==> src/rtl/dm_port_arbiter.sv <==
// Data-memory port arbiter: the MEM stage has priority over the DMA master,
// and a starvation counter forces one DMA grant (stalling the CPU) after a long wait.
module dm_port_arbiter #(
    parameter int AW           = 7,
    parameter int DW           = 32,
    parameter int STARVE_LIMIT = 8
) (
    input  logic          clk,
    input  logic          rst_n,
    input  logic          cpu_rd,
    input  logic          cpu_wr,
    input  logic [AW-1:0] cpu_addr,
    input  logic [DW-1:0] cpu_wdata,
    output logic [DW-1:0] cpu_rdata,
    output logic          cpu_stall,
    input  logic          dma_req,
    input  logic          dma_we,
    input  logic [AW-1:0] dma_addr,
    input  logic [DW-1:0] dma_wdata,
    output logic          dma_gnt,
    output logic          dma_rvalid,
    output logic [DW-1:0] dma_rdata,
    output logic          dm_rd,
    output logic          dm_wr,
    output logic [AW-1:0] dm_addr,
    output logic [DW-1:0] dm_wdata,
    input  logic [DW-1:0] dm_rdata
);

    typedef enum logic {
        S_NORM  = 1'b0,
        S_FORCE = 1'b1
    } state_t;

    localparam logic [7:0] LIMIT    = 8'(STARVE_LIMIT);
    localparam logic [7:0] LIMIT_M1 = 8'(STARVE_LIMIT - 1);

    state_t        state_reg, state_next;
    logic [7:0]    wait_cnt_reg, wait_cnt_next;
    logic          dma_rvalid_reg;
    logic [DW-1:0] dma_rdata_reg;
    logic          cpu_act;
    logic          force_win;
    logic          cpu_gnt;

    always_ff @(posedge clk or negedge rst_n) begin
        if (!rst_n) begin
            state_reg    <= S_NORM;
            wait_cnt_reg <= '0;
        end else begin
            state_reg    <= state_next;
            wait_cnt_reg <= wait_cnt_next;
        end
    end

    // S_FORCE lasts one cycle, so a stalled CPU is always served right after.
    always_comb begin
        state_next    = S_NORM;
        wait_cnt_next = '0;
        if (dma_req && !dma_gnt) begin
            wait_cnt_next = (wait_cnt_reg >= LIMIT) ? LIMIT : wait_cnt_reg + 8'd1;
        end
        if (state_reg == S_NORM && dma_req && !dma_gnt && wait_cnt_reg == LIMIT_M1) begin
            state_next = S_FORCE;
        end
    end

    always_comb begin
        cpu_act   = cpu_rd | cpu_wr;
        force_win = (state_reg == S_FORCE) && dma_req;
        dma_gnt   = dma_req && (force_win || !cpu_act);
        cpu_gnt   = cpu_act && !dma_gnt;
        cpu_stall = cpu_act && dma_gnt;
        dm_rd     = 1'b0;
        dm_wr     = 1'b0;
        dm_addr   = '0;
        dm_wdata  = '0;
        if (dma_gnt) begin
            dm_rd    = !dma_we;
            dm_wr    = dma_we;
            dm_addr  = dma_addr;
            dm_wdata = dma_wdata;
        end else if (cpu_gnt) begin
            // A simultaneous rd+wr from the MEM stage is treated as a store.
            dm_rd    = !cpu_wr;
            dm_wr    = cpu_wr;
            dm_addr  = cpu_addr;
            dm_wdata = cpu_wdata;
        end
    end

    assign cpu_rdata = dm_rdata;

    always_ff @(posedge clk or negedge rst_n) begin
        if (!rst_n) begin
            dma_rvalid_reg <= 1'b0;
            dma_rdata_reg  <= '0;
        end else if (dma_gnt && !dma_we) begin
            dma_rvalid_reg <= 1'b1;
            dma_rdata_reg  <= dm_rdata;
        end else begin
            dma_rvalid_reg <= 1'b0;
        end
    end

    assign dma_rvalid = dma_rvalid_reg;
    assign dma_rdata  = dma_rdata_reg;

endmodule

==> config.mk <==
export PLATFORM = sky130hd
export DESIGN_NAME = dm_port_arbiter
export DESIGN_NICKNAME = d
export VERILOG_FILES = /design/src/rtl/dm_port_arbiter.sv
export SDC_FILE = /design/constraint.sdc
export NUM_CORES = 1
export LEC_CHECK = 0
export CORE_AREA = 3 3 91 93
export DETAILED_ROUTE_END_ITERATION = 7
export DIE_AREA = 0 0 94 96
export GPL_ROUTABILITY_DRIVEN = 0
export HOLD_SLACK_MARGIN = 0.12
export MAX_ROUTING_LAYER = met4
export PLACE_DENSITY = 0.85
export SYNTH_ARGS = -nofsm -noshare
export SYNTH_HDL_FRONTEND = slang
export SYNTH_SLANG_ARGS = --single-unit
==> constraint.sdc <==
create_clock -name clk -period 2.7 [get_ports clk]
set_input_delay 0.27 -clock clk [delete_from_list [all_inputs] [get_ports clk]]
set_output_delay 0.27 -clock clk [all_outputs]
set_load 0.01 [all_outputs]
==> results.toml, run 1 <==
[run_status]
outcome = "complete, no violations"

[die]
die_area_mm2 = 0.00902
die-height_um = 96
start_util = 0.335
dieWidth_um = 94
num_rows = 32
core_mm2 = 0.00761
ios = 224

[finish]
largest_register_ffs = 32
final_nets = 575
area_growth_syn_to_layout_pct = 84.7
drive_gt1_frac = 0.103
final_cell_mix = "clkdlybuf4s50_1, nand2_1, dfrtp_1, o21ai_0, mux2_4"
final_common_cell = "clkdlybuf4s50_1"
fin_area_mm2 = 0.00470
diodes = 0

[global_routing]
antenna_found_initial = 0
gr-usage-all-layers = 0.175
grt_max_degree = 80
grt_pass1_vias = 2565
gr-total-overflow = 0
grt_first_pass_wirelength_um = 12100

[sta]
hold_violations = 0
slew_headroom = 0.383
max_freq_mhz = 411
post-route-period-util = 0.901
rsz0062_at_grt = "false"
setup_violations = 0
tns_ns = 0
min_period_ns = 2.43
drv_slew = 0
worst_pin_slew_ns = 0.925
finClkSkew_ns = 0.0162

[clock_tree]
hold_buffers = 0
postCtsSetupBuffers = 0
clk_pin_slew_ns = 0.08
htree_levels = 2
cts_resized = 0
numCtsBuffers = 5
cts_tree = "yes"
clock_sinks = 42
clockBufferDepth = 2
cts_root_buf = "clkbuf_8"
clock_latency_ns = 0.29

[worst_setup_path]
worstPathMaxFanout = 79
cp_num_buf_inv = 3
crit_arrival_ns = 2.16
cp-start-kind = "input port"
cpPeakStageDelay_ns = 0.59
cpMostUsedCell = "clkdlybuf4s50_1"
path_cells = "clkdlybuf4s50_1 -> a2bb2oi_4 -> buf_12 -> nand2_1 -> o21ai_0 -> clkdlybuf4s50_1"
critPathSlowestCell = "clkdlybuf4s50_1"
crit_path_end_kind = "output pin"
critical_path_class = "input port to output pin"
path_delay_family = "buffers and inverters"
crit_required_ns = 2.43

[logic_synthesis]
synth-seq-cells = 42
synth.distinct_cells = 25
syn_inst = 269
yosysWarnings = 0
postSynth.asyncResetShare = 1.00
netlist_area_mm2 = 0.00255
synth_edf_count = 0
synth_area_leaders = "dfrtp_1, mux2_4, nand2_1"
yosysSeqAreaShare = 0.413
yosysTopAreaCellShare = 0.413
syn_avg_cell_area_um2 = 9.47
yosysTopAreaCell = "dfrtp_1"
yosys_most_used_dff = "dfrtp_1"

[drt]
drc = 0
num_vias = 2465
drt_first_pass_iters = 4
drt_iter0_markers = 22
routed_wl_um = 8320
ant_nets = 0
wl_per_cell_um = 14.9
detail_route.vias_per_cell = 4.40

[job]
drv_cap = 0

[hold_path]
hold_class = "input port to async pin"

[place]
place_area_mm2 = 0.00462
hpwl_um = 6750
port-buffer-count = 223

[pwr]
powerDensity_mw_per_mm2 = 449
max-vdd-ir-drop_mv = 0.326
power_leakage_nw = 2.08
-- power breakdown --
part | internal, mW | switching (mW) | leakage (nW) | total, mW
logic | 0.600 | 0.304 | 1.52 | 0.905
clock network | 0.182 | 0.222 | 0.0483 | 0.404
registers | 0.739 | 0.0644 | 0.513 | 0.803
-- metrics by stage --
step                 util  hold slack (ns)  cells  power [mW]  worst slack (ns)
CTS                 0.618            0.139    560        2.15             0.269
detailed placement  0.607            0.468    552        1.72             0.274
global placement    0.607            0.442    552        1.70             0.314
finish              0.618            0.112    560        2.11             0.266
floorplan               -          -0.0256    272        1.16              1.27
global route        0.618            0.179    560        2.23             0.160
-- layer usage --
| metal | vias up | wire length (µm) | share of wire | global-route usage |
|---|---|---|---|---|
| met2 | 146 | 4240 | 0.51 | 0.316 |
| met5 | - | 0 | 0 | - |
| li1 | 1218 | - | - | - |
| met3 | 19 | 738 | 0.089 | 0.0407 |
| met4 | 0 | 240 | 0.029 | 0.0662 |
| met1 | 1082 | 3110 | 0.37 | 0.187 |
-- Yosys cell counts (all sizes together), types with 2 or more instances --
cell type,instances
buf,41
clkbuf,7
dfrtp,42
ha,2
inv,5
mux2,32
nand2,81
nor2,6
nor3,2
o21ai,41
-- cell families (layout without fill, tap and decap cells) --
group	count (synthesis)	in the layout	synth area share
fa+ha+maj	2	2	0.00983
xor+xnor	1	1	0.00344
mux	32	32	0.183
other cells	1	4	0.00147
flops	42	42	0.413
buf+inv	53	239	0.143
compound gates	44	44	0.102
simple gates	94	94	0.145
-- area by class of cell --
class | instances | area, µm²
Clock inverter | 3 | 18.8
Multi-Input combinational cell | 177 | 1140
Tap cell | 102 | 128
Clock buffer | 5 | 68.8
Sequential cell | 42 | 1050
Timing Repair Buffer | 226 | 2270
Inverter | 5 | 18.8
Fill cell | 625 | 2900
-- final timing paths --
path / start / endpoint / slack [ns] / depth (start not counted)
min: rst_n / dma_rdata[30] / 0.11 / 1
min reg2reg: wait_cnt_reg[0] / wait_cnt_reg[0] / 0.49 / 1
max in group asynchronous: rst_n / dma_rdata[10] / 2.00 / 1
max: cpu_wr / dm_wdata[27] / 0.27 / 6
max reg2reg: state_reg / dma_rdata[21] / 1.03 / 3
min in group clk: wait_cnt_reg[0] / wait_cnt_reg[0] / 0.49 / 1
Power figures use the tool's default switching activity.
==> inputs of run 2 (changes only) <==
CTS_CLUSTER_SIZE = 24   (was not set)
==> results of run 2 <==
Same layout as run 1: the final DEF is identical, and so are final timing and power.
